**src/rtl/arb_xfer_ctrl_if.sv**
```systemverilog
// Handshake bundle between the arbiter/clients, the transfer controller and the shared output channel.
// master = the transfer controller, slave = the surrounding clients, arbiter and downstream sink.
interface arb_xfer_ctrl_if #(
    parameter int DATA_W = 8
);
    logic [2:0]          req;
    logic [2:0]          grant;
    logic [3*DATA_W-1:0] data_in;
    logic [2:0]          src_ready;
    logic [2:0]          done;
    logic                out_valid;
    logic [DATA_W-1:0]   out_data;
    logic [1:0]          out_src;
    logic                out_last;
    logic                out_ready;

    modport master (
        input  req, grant, data_in, out_ready,
        output src_ready, done, out_valid, out_data, out_src, out_last
    );

    modport slave (
        output req, grant, data_in, out_ready,
        input  src_ready, done, out_valid, out_data, out_src, out_last
    );
endinterface

```
**src/rtl/arb_xfer_ctrl.sv**
```systemverilog
// Moves a fixed-length burst from the granted client onto one shared valid/ready channel.
// Optional macro GRANT_ONEHOT_CHK_EN adds a sticky grant_err flag and refuses multi-hot grants.
module arb_xfer_ctrl #(
    parameter int DATA_W    = 8,
    parameter int BURST_LEN = 4,
    parameter int TIMEOUT   = 16
) (
    input  logic            clk,
    input  logic            reset,
    arb_xfer_ctrl_if.master bus,
    output logic            busy,
    output logic            timeout_err
`ifdef GRANT_ONEHOT_CHK_EN
    ,
    output logic            grant_err
`endif
);
    localparam int CNT_MAX = (BURST_LEN > TIMEOUT) ? BURST_LEN : TIMEOUT;
    localparam int CNT_W   = $clog2(CNT_MAX) + 1;

    localparam logic [CNT_W-1:0] LAST_BEAT   = CNT_W'(BURST_LEN - 1);
    localparam logic [CNT_W-1:0] STALL_LIMIT = CNT_W'(TIMEOUT - 1);
    localparam logic [CNT_W-1:0] CNT_ONE     = CNT_W'(1);

    typedef enum logic [1:0] {
        IDLE = 2'd0,
        XFER = 2'd1,
        DONE = 2'd2
    } state_e;

    state_e           state_q, state_d;
    logic [1:0]       owner_q, owner_d;
    logic [CNT_W-1:0] beat_cnt_q, beat_cnt_d;
    logic [CNT_W-1:0] stall_cnt_q, stall_cnt_d;
    logic             timeout_err_q, timeout_err_d;

    logic [2:0]        claim;
    logic              capture_ok;
    logic [DATA_W-1:0] owner_data;

    logic              out_valid_c;
    logic              out_last_c;
    logic [1:0]        out_src_c;
    logic [DATA_W-1:0] out_data_c;
    logic [2:0]        src_ready_c;
    logic [2:0]        done_c;

    function automatic logic [1:0] lowest_index(input logic [2:0] v);
        if (v[0])      return 2'd0;
        else if (v[1]) return 2'd1;
        else           return 2'd2;
    endfunction

    assign claim = bus.grant & bus.req;

`ifdef GRANT_ONEHOT_CHK_EN
    logic grant_multi;
    logic grant_err_q, grant_err_d;

    assign grant_multi = (bus.grant & (bus.grant - 3'd1)) != 3'd0;
    assign capture_ok  = !grant_multi;
    assign grant_err_d = grant_err_q | grant_multi;
`else
    // Multi-hot grants fall through to lowest-index resolution of grant & req.
    assign capture_ok = 1'b1;
`endif

    always_comb begin
        owner_data = bus.data_in[0 +: DATA_W];
        if (owner_q == 2'd1)      owner_data = bus.data_in[DATA_W +: DATA_W];
        else if (owner_q == 2'd2) owner_data = bus.data_in[2*DATA_W +: DATA_W];
    end

    always_comb begin
        // NOTE: every signal written here gets a default first, so no branch can leave one holding state (no latch).
        state_d       = state_q;
        owner_d       = owner_q;
        beat_cnt_d    = beat_cnt_q;
        stall_cnt_d   = stall_cnt_q;
        timeout_err_d = timeout_err_q;
        out_valid_c   = 1'b0;
        out_last_c    = 1'b0;
        out_src_c     = 2'd0;
        out_data_c    = '0;
        src_ready_c   = 3'b000;
        done_c        = 3'b000;

        case (state_q)
            IDLE: begin
                beat_cnt_d  = '0;
                stall_cnt_d = '0;
                if (claim != 3'b000 && capture_ok) begin
                    owner_d = lowest_index(claim);
                    state_d = XFER;
                end
            end

            XFER: begin
                out_src_c  = owner_q;
                out_data_c = owner_data;
                if (!bus.req[owner_q]) begin
                    // Owner withdrew: abandon the burst silently, no beat this cycle.
                    state_d = IDLE;
                end else begin
                    out_valid_c = 1'b1;
                    out_last_c  = (beat_cnt_q == LAST_BEAT);
                    if (bus.out_ready) begin
                        src_ready_c = 3'b001 << owner_q;
                        beat_cnt_d  = beat_cnt_q + CNT_ONE;
                        stall_cnt_d = '0;
                        if (beat_cnt_q == LAST_BEAT) state_d = DONE;
                    end else if (stall_cnt_q == STALL_LIMIT) begin
                        timeout_err_d = 1'b1;
                        state_d       = DONE;
                    end else begin
                        stall_cnt_d = stall_cnt_q + CNT_ONE;
                    end
                end
            end

            DONE: begin
                done_c  = 3'b001 << owner_q;
                state_d = IDLE;
            end

            default: state_d = IDLE;
        endcase
    end

    always_ff @(posedge clk) begin
        // NOTE: non-blocking assignments so every flop samples the pre-edge value of the others.
        if (reset) begin
            state_q       <= IDLE;
            owner_q       <= 2'd0;
            beat_cnt_q    <= '0;
            stall_cnt_q   <= '0;
            timeout_err_q <= 1'b0;
        end else begin
            state_q       <= state_d;
            owner_q       <= owner_d;
            beat_cnt_q    <= beat_cnt_d;
            stall_cnt_q   <= stall_cnt_d;
            timeout_err_q <= timeout_err_d;
        end
    end

`ifdef GRANT_ONEHOT_CHK_EN
    always_ff @(posedge clk) begin
        if (reset) grant_err_q <= 1'b0;
        else       grant_err_q <= grant_err_d;
    end

    assign grant_err = grant_err_q & ~reset;
`endif

    // Outputs are forced quiet while reset is held, so a mid-burst reset stops beats at once.
    assign bus.out_valid = out_valid_c & ~reset;
    assign bus.out_last  = out_last_c & ~reset;
    assign bus.out_src   = reset ? 2'd0 : out_src_c;
    assign bus.out_data  = reset ? '0 : out_data_c;
    assign bus.src_ready = reset ? 3'b000 : src_ready_c;
    assign bus.done      = reset ? 3'b000 : done_c;
    assign busy          = (state_q != IDLE) & ~reset;
    assign timeout_err   = timeout_err_q & ~reset;

    a_done_onehot0: assert property (@(posedge clk) $onehot0(bus.done));
    a_srdy_onehot0: assert property (@(posedge clk) $onehot0(bus.src_ready));
    a_last_valid:   assert property (@(posedge clk) bus.out_last |-> bus.out_valid);
endmodule

```
**src/flat_wrapper.sv**
```systemverilog
// flat-port wrapper written by rule: the top's interface ports become plain ports
module arb_xfer_ctrl_flat 
#(
    parameter int DATA_W    = 8,
    parameter int BURST_LEN = 4,
    parameter int TIMEOUT   = 16
)
  (clk, reset, busy, timeout_err, bus_req, bus_grant, bus_data_in, bus_out_ready, bus_src_ready, bus_done, bus_out_valid, bus_out_data, bus_out_src, bus_out_last);
  arb_xfer_ctrl_if #(.DATA_W(DATA_W)) bus_i ();
  input  logic clk;
  input  logic reset;
  output logic busy;
  output logic timeout_err;
  input wire logic [$bits(bus_i.req)-1:0] bus_req;
  input wire logic [$bits(bus_i.grant)-1:0] bus_grant;
  input wire logic [$bits(bus_i.data_in)-1:0] bus_data_in;
  input wire logic [$bits(bus_i.out_ready)-1:0] bus_out_ready;
  output wire logic [$bits(bus_i.src_ready)-1:0] bus_src_ready;
  output wire logic [$bits(bus_i.done)-1:0] bus_done;
  output wire logic [$bits(bus_i.out_valid)-1:0] bus_out_valid;
  output wire logic [$bits(bus_i.out_data)-1:0] bus_out_data;
  output wire logic [$bits(bus_i.out_src)-1:0] bus_out_src;
  output wire logic [$bits(bus_i.out_last)-1:0] bus_out_last;
  assign bus_i.req = bus_req;
  assign bus_i.grant = bus_grant;
  assign bus_i.data_in = bus_data_in;
  assign bus_i.out_ready = bus_out_ready;
  assign bus_src_ready = bus_i.src_ready;
  assign bus_done = bus_i.done;
  assign bus_out_valid = bus_i.out_valid;
  assign bus_out_data = bus_i.out_data;
  assign bus_out_src = bus_i.out_src;
  assign bus_out_last = bus_i.out_last;
  arb_xfer_ctrl #(.DATA_W(DATA_W), .BURST_LEN(BURST_LEN), .TIMEOUT(TIMEOUT)) u_core (.clk(clk), .reset(reset), .bus(bus_i), .busy(busy), .timeout_err(timeout_err));
endmodule
```
**config.mk**
```make
export PLATFORM = sky130hd
export DESIGN_NAME = arb_xfer_ctrl_flat
export DESIGN_NICKNAME = d
export VERILOG_FILES = /design/src/rtl/arb_xfer_ctrl_if.sv /design/src/rtl/arb_xfer_ctrl.sv /design/src/flat_wrapper.sv
export SDC_FILE = /design/constraint.sdc
export NUM_CORES = 1
export LEC_CHECK = 0
export CORE_MARGIN = 5
export CORE_UTILIZATION = 45
export CTS_CLUSTER_DIAMETER = 80
export DETAILED_ROUTE_END_ITERATION = 16
export MAX_ROUTING_LAYER = met4
export PLACE_DENSITY_LB_ADDON = 0.05
export SLEW_MARGIN = 20
export SYNTH_ARGS = -nofsm -noshare
export SYNTH_HDL_FRONTEND = slang
export SYNTH_SLANG_ARGS = --single-unit
```
**constraint.sdc**
```tcl
create_clock -name clk -period 3.6 [get_ports clk]
set_input_delay 0.36 -clock clk [delete_from_list [all_inputs] [get_ports clk]]
set_output_delay 0.36 -clock clk [all_outputs]
set_load 0.02 [all_outputs]
```
==> flow_summary.yaml, run 1 <==
floorplan:
  rows: 18
  initial_core_util_pct: 47.4
  fp.dieH_um: 61.1
  die_w_um: 61.1
  total_i_o_pin_count: 53
  design.die.area_mm2: 0.00373
  core_mm2: 0.00248
logic_synthesis:
  synth.distinct_cells: 41
  synth.ff_latch_count: 15
  synth_area_leaders: "dfxtp_1 (26%), a211oi_1 (11%), mux2i_1 (8.5%)"
  number_of_flops_mapped_to_enable_cells_by_yosys: 0
  synth_area_mm2: 0.00117
  yosys.area.top_type_share_pct: 25.6
  synth-compound-area-share_pct: 22.8
  synth_nets: 181
  async_reset_ff_share_pct: 0
  post_synth_fa_ha_maj_area_fraction_pct: 3.19
  synthFlopType: "dfxtp_1"
  yosys.area_share.simple_pct: 29.0
  synth_sequential_area_ratio_pct: 25.6
  dominant_combinational_cell_family_by_area_after_synthesis: "simple AND/OR/NAND/NOR gates"
  syn_avg_cell_area_um2: 8.10
  ys_warn_count: 0
  postSynthCellCount: 145
  synth_xor_area_share_pct: 0
  multiplexer_share_of_the_synthesized_area_pct: 11.4
  synth_largest_area_cell: "dfxtp_1"
drt:
  detail_route.wirelength_um: 3340
  drtIter0Drc: 85
  drc_errors: 0
  drt-vias-per-instance: 5.74
  antenna_violation_net_count_after_detailed_routing: 0
  number_of_detailed_route_iterations_in_the_first_pass: 4
  routed-via-count: 1286
  post_drt_wl_per_cell_um: 14.9
power_and_ir_drop:
  p_total_uw: 425
  vdd_drop_max_mv: 0.220
  p_leak_uw: 0.000639
  power_per_cell_area_mw_per_mm2: 246
layout:
  num_antenna_cells: 0
  final_layout_size_suffix_gt1_share_pct: 5.15
  synthToLayoutAreaGrowth_pct: 47.1
  final_net_count: 231
hold_path:
  hold_class: "reg -> reg"
placement:
  dp_hpwl_um: 2630
  port_buffers: 52
  place_congestion: 0.820
clocking:
  cts_hold_buffers: 0
  cts-htree-levels: 1
  clk_root_buffer_cell: "clkbuf_4"
  cts-resized-gates: 0
  cts_tree: "done"
  cts.repair_timing.setup_buffer_count: 0
  cts_sink_count: 15
  numCtsBuffers: 3
  cts_max_path_buffers: 2
  worstSkewPairLatency_ns: 0.29
  clk_transition_reported_paths_ns: 0.09
global_route:
  grt_overflow: 0
  grt_pass1_wl_um: 5390
  number_of_global_route_vias_before_repair: 1274
  grt_max_degree: 28
  initial_antenna_violation_count: 0
  grt.total_usage_pct: 19.2
sta:
  setup_viol: 0
  layout_min_cycle_time_ns: 3.03
  grt_setup_unrepaired: "no"
  highest_clock_frequency_the_design_can_meet_mhz: 330
  tightestPinTransition_ns: 0.597
  timing_hold_violations_final: 0
  maxSlewViolCount: 0
  slew_headroom_pct: 60.2
  worst_clock_skew_ns: 0.00461
  final_min_period_over_clock_period_pct: 84.3
  tns_ns: 0
critical_path:
  critical_path_peak_fanout: 16
  start_kind: "flop"
  timing.critical_path.to_type: "output port"
  critPathKind: "reg -> out"
  crit_required_ns: 3.24
  worstPathArrival_ns: 2.67
job:
  cap_violations: 0
status:
  run_status: "finished, final reports clean"
[per-stage QoR]
step	utilization, %	instance area [µm²]	instances	setup WS, ns	hold slack [ns]
global placement	68.7	1700	220	0.826	0.453
floorplan	-	1170	145	1.60	0.432
CTS	69.7	1730	224	0.555	0.480
global route	69.7	1730	224	0.348	0.530
finish	69.7	1730	224	0.565	0.476
detailed placement	68.7	1700	220	0.776	0.457
[report_power, final]
group / internal, µW / switching [µW] / total [µW] / leakage, µW
logic: 77.5 / 68.9 / 146 / 0.000503
registers: 170 / 9.80 / 180 / 0.000121
clock network: 43.1 / 55.2 / 98.3 / 0.0000150
[registers in the layout, summed over array words and instances (netlist names)]
register	flops
u_core.stall_cnt_q	5
u_core.owner_q	2
u_core.timeout_err_q	1
u_core.beat_cnt_q	5
u_core.state_q	2
[kinds of logic (layout without fill, tap and decap cells)]
group,count (synthesis),in the layout
buffers and inverters,21,70
AO/OA/AOI/OAI,36,36
AND/OR/NAND/NOR,58,58
adder cells (fa/ha/maj),3,3
multiplexers,12,12
flip-flops,15,15
[cells in the mapped netlist, drive strengths merged, types with 2 or more instances]
library cell,n
and3,4
nor2,11
mux2i,11
nor3,5
nor2b,12
nand4,4
ha,3
and2,2
a21oi,2
a22o,3
clkbuf,2
and3b,2
o211ai,2
inv,11
a211oi,17
nand3,7
nand2b,2
nand2,4
o21ai,4
buf,8
dfxtp,15
[metal layers]
layer	part of all wire, %	track usage, %
met1	42	21.3
met2	48	35.3
met3	9.0	3.35
met4	0.69	4.64
met5	0	-
[final timing paths]
| kind | start | endpoint | slack (ns) | depth (start not counted) |
|---|---|---|---|---|
| hold reg to reg | u_core.timeout_err_q$_SDFFE_PP0P_ | u_core.timeout_err_q$_SDFFE_PP0P_ | 0.48 | 2 |
| hold / removal | u_core.timeout_err_q$_SDFFE_PP0P_ | u_core.timeout_err_q$_SDFFE_PP0P_ | 0.48 | 2 |
| setup / recovery | u_core.owner_q[1]$_SDFFE_PP0P_ | bus_src_ready[2] | 0.57 | 5 |
| setup reg to reg | u_core.stall_cnt_q[0]$_SDFFE_PP0P_ | u_core.stall_cnt_q[3]$_SDFFE_PP0P_ | 1.59 | 7 |
[critical path, cell delays in order, from the launching register on]
cell and delay (ns):
dfxtp_1 0.71, mux2i_1 0.27, mux2i_4 0.35, nand3_1 0.23
nor3_1 0.18, clkdlybuf4s50_1 0.64
[layout make-up]
| cell class | count | area [µm²] |
|---|---|---|
| clock buffer | 4 | 26.3 |
| fill | 208 | 749 |
| inverter | 11 | 41.3 |
| multi-input combinational | 109 | 779 |
| sequential | 15 | 300 |
| tap | 30 | 37.5 |
| timing repair buffer | 55 | 543 |
[cell usage in the layout, fill, tap and decap left out, types with 2 or more instances in the layout]
master and n:
nand3_1 7, nor2b_1 12, and3_1 4, o21ai_0 2, ha_1 3, clkbuf_4 3
dfxtp_1 15, mux2i_1 10, o211ai_1 2, a211oi_1 17, nor3_1 4, o21ai_1 2
inv_1 11, a21oi_1 2, nand2_1 4, nand2b_1 2, nor2_1 11, a22o_1 3
buf_4 3, nand4_1 4, clkdlybuf4s50_1 52
No activity file was read; power rests on OpenSTA's default activity.
==> run 2: changes to the inputs <==
Settings changed: CORE_UTILIZATION 45 to 37.
Clock period 3.6 ns to 2.7 ns, I/O delays scaled along.
==> run 2 against run 1 <==
  * Clock power grew 30%
  * Setup slack lost 0.32 ns
  * Sequential power grew 29%
  * Routed wire length grew 4.2%
  * Clock skew shrank 0.0041 ns
  * Design area grew 3.3%
  * Clock-buffer cell count shrank 1
  * Largest cell class unchanged
  * Critical endpoint is now bus_out_data[4]
==> flow_summary.yaml, run 2 (same netlist as run 1, synthesis figures left out) <==
status:
  run_status: "finished, final reports clean"
critical_path:
  critical_path_peak_fanout: 10
  critPathKind: "reg -> out"
  setup.reg_to_reg.worst_slack_ns: 0.73
  crit-reg2reg-launch: "u_core.stall_cnt_q[0]$_SDFFE_PP0P_"
  cp_cell_sequence: "or3b_1 > a211oi_1 > clkdlybuf4s50_1"
  timing.critical_path.slowest_cell_delay_ns: 0.66
  crit_required_ns: 2.43
  start_kind: "flop"
  reg2regPathDepth: 7
  worstPathArrival_ns: 2.18
  cp_slowest_cell: "clkdlybuf4s50_1"
  critical_path.startpoint: "u_core.state_q[0]$_SDFFE_PP0P_"
  timing.critical_path.to: "bus_out_data[4]"
  worst_r2r_endpoint: "u_core.stall_cnt_q[3]$_SDFFE_PP0P_"
  timing.critical_path.to_type: "output port"
sta:
  slew_headroom_pct: 70.6
  worst_clock_skew_ns: 0.000500
  tns_ns: 0
  setup_viol: 0
  timing_hold_violations_final: 0
  maxSlewViolCount: 0
  tightestPinTransition_ns: 0.441
  layout_min_cycle_time_ns: 2.45
  final_min_period_over_clock_period_pct: 90.8
  final_layout_worst_hold_slack_ns: 0.480
  grt_setup_unrepaired: "no"
  highest_clock_frequency_the_design_can_meet_mhz: 408
global_route:
  grt_pass1_wl_um: 5800
  initial_antenna_violation_count: 0
  grt_max_degree: 28
  number_of_global_route_vias_before_repair: 1335
  grt.total_usage_pct: 16.9
  grt_overflow: 0
power_and_ir_drop:
  seq_power_share_pct: 40.9
  p_sw_share_pct: 31.3
  p_leak_uw: 0.000667
  p_total_uw: 570
  vdd_drop_max_mv: 0.297
  cellInternalPower_uw: 392
  power_per_cell_area_mw_per_mm2: 320
  p_clk_share_pct: 22.4
  comb_power_share_pct: 36.6
  p_sw_uw: 178
clocking:
  cts_tree: "done"
  clk_root_buffer_cell: "clkbuf_4"
  cts_sink_count: 15
  worstSkewPairLatency_ns: 0.28
  cts_max_path_buffers: 2
  clk_transition_reported_paths_ns: 0.09
  cts-resized-gates: 0
  numCtsBuffers: 3
  cts_hold_buffers: 0
  cts.repair_timing.setup_buffer_count: 0
  cts-htree-levels: 1
layout:
  final_layout_size_suffix_gt1_share_pct: 8.04
  highest_count_cells_in_the_layout_ignoring_fill_and_taps: "clkdlybuf4s50_1 (52), a211oi_1 (17), dfxtp_1 (15)"
  mostFrequentLayoutCell: "clkdlybuf4s50_1"
  fin_cells: 243
  reg_top3: "u_core.beat_cnt_q: 5 flops, u_core.stall_cnt_q: 5 flops"
  final_net_count: 236
  synthToLayoutAreaGrowth_pct: 51.9
  final_util_pct: 58.4
  num_antenna_cells: 0
floorplan:
  initial_core_util_pct: 38.5
  design.die.area_mm2: 0.00440
  fp.dieH_um: 66.4
  die_w_um: 66.4
  total_i_o_pin_count: 53
  core_mm2: 0.00305
  rows: 20
drt:
  routed-via-count: 1303
  drc_errors: 0
  drt-vias-per-instance: 5.36
  post_drt_wl_per_cell_um: 14.3
  antenna_violation_net_count_after_detailed_routing: 0
  number_of_detailed_route_iterations_in_the_first_pass: 4
  detail_route.wirelength_um: 3480
  drtIter0Drc: 31
job:
  cap_violations: 0
placement:
  dp_cells: 239
  port_buffers: 52
  dp_hpwl_um: 2860
  place_congestion: 0.790
hold_path:
  hold_class: "reg -> reg"
[run 2: cell count changes in the layout (fill, tap and decap cells not counted)]
| cell | before | now |
|---|---|---|
| buf_4 | 3 | 8 |
| clkbuf_1 | 1 | 0 |
| clkinv_2 | 0 | 1 |
[run 2: through the flow]
step	area, µm²	setup slack, ns
after floorplan	1170	0.794
after global placement	1760	0.250
after detailed placement	1760	0.216
after CTS	1780	0.203
after global routing	1780	0.0829
final	1780	0.248
[run 2: worst min path at each step]
stage / to / start / cells past startpoint / slack, ns
final: u_core.beat_cnt_q[1]$_SDFFE_PP0P_ / u_core.beat_cnt_q[1]$_SDFFE_PP0P_ / 2 / 0.48
after global routing: u_core.beat_cnt_q[0]$_SDFFE_PP0P_ / u_core.beat_cnt_q[0]$_SDFFE_PP0P_ / 1 / 0.53
after CTS: u_core.beat_cnt_q[1]$_SDFFE_PP0P_ / u_core.beat_cnt_q[1]$_SDFFE_PP0P_ / 2 / 0.48
after detailed placement: u_core.timeout_err_q$_SDFFE_PP0P_ / u_core.timeout_err_q$_SDFFE_PP0P_ / 2 / 0.46
after global placement: u_core.timeout_err_q$_SDFFE_PP0P_ / u_core.timeout_err_q$_SDFFE_PP0P_ / 2 / 0.45
after floorplan: u_core.owner_q[0]$_SDFFE_PP0P_ / bus_req[1] / 2 / 0.42
[run 2: per-layer routing]
layer / track usage (%) / wire length, µm / vias to the layer above
li1: - / - / 652
met1: 17.8 / 1430 / 614
met5: - / 0 / -
met4: 3.81 / 41 / 0
met3: 3.91 / 190 / 4
met2: 31.6 / 1810 / 33
[run 2: power groups by stage]
stage / registers (µW) / clock network (µW) / logic (µW)
after detailed placement: 239 / 0 / 210
after global placement: 239 / 0 / 206
final: 233 / 128 / 209
after floorplan: 236 / 0 / 119
after CTS: 233 / 132 / 211
after global routing: 235 / 146 / 230
[run 2: final cells by class]
class,count,area [µm²]
timing repair buffer,60,581
fill,279,1270
clock buffer,3,22.5
sequential,15,300
inverter,11,41.3
clock inverter,1,5.00
tap,44,55.1
multi-input combinational,109,779
[run 2: worst max-delay path: cells and delay by family, from the launching register on]
family,cells,cell delay [ns]
buffers and inverters,1,0.66
AND/OR/NAND/NOR,1,0.57
flip-flops,1,0.42
AO/OA/AOI/OAI,1,0.25
==> run 3: changes to the inputs <==
Settings changed: GPL_TIMING_DRIVEN set to 1.
==> results of run 3 <==
Final layout, timing and power as in run 2 (identical DEF).
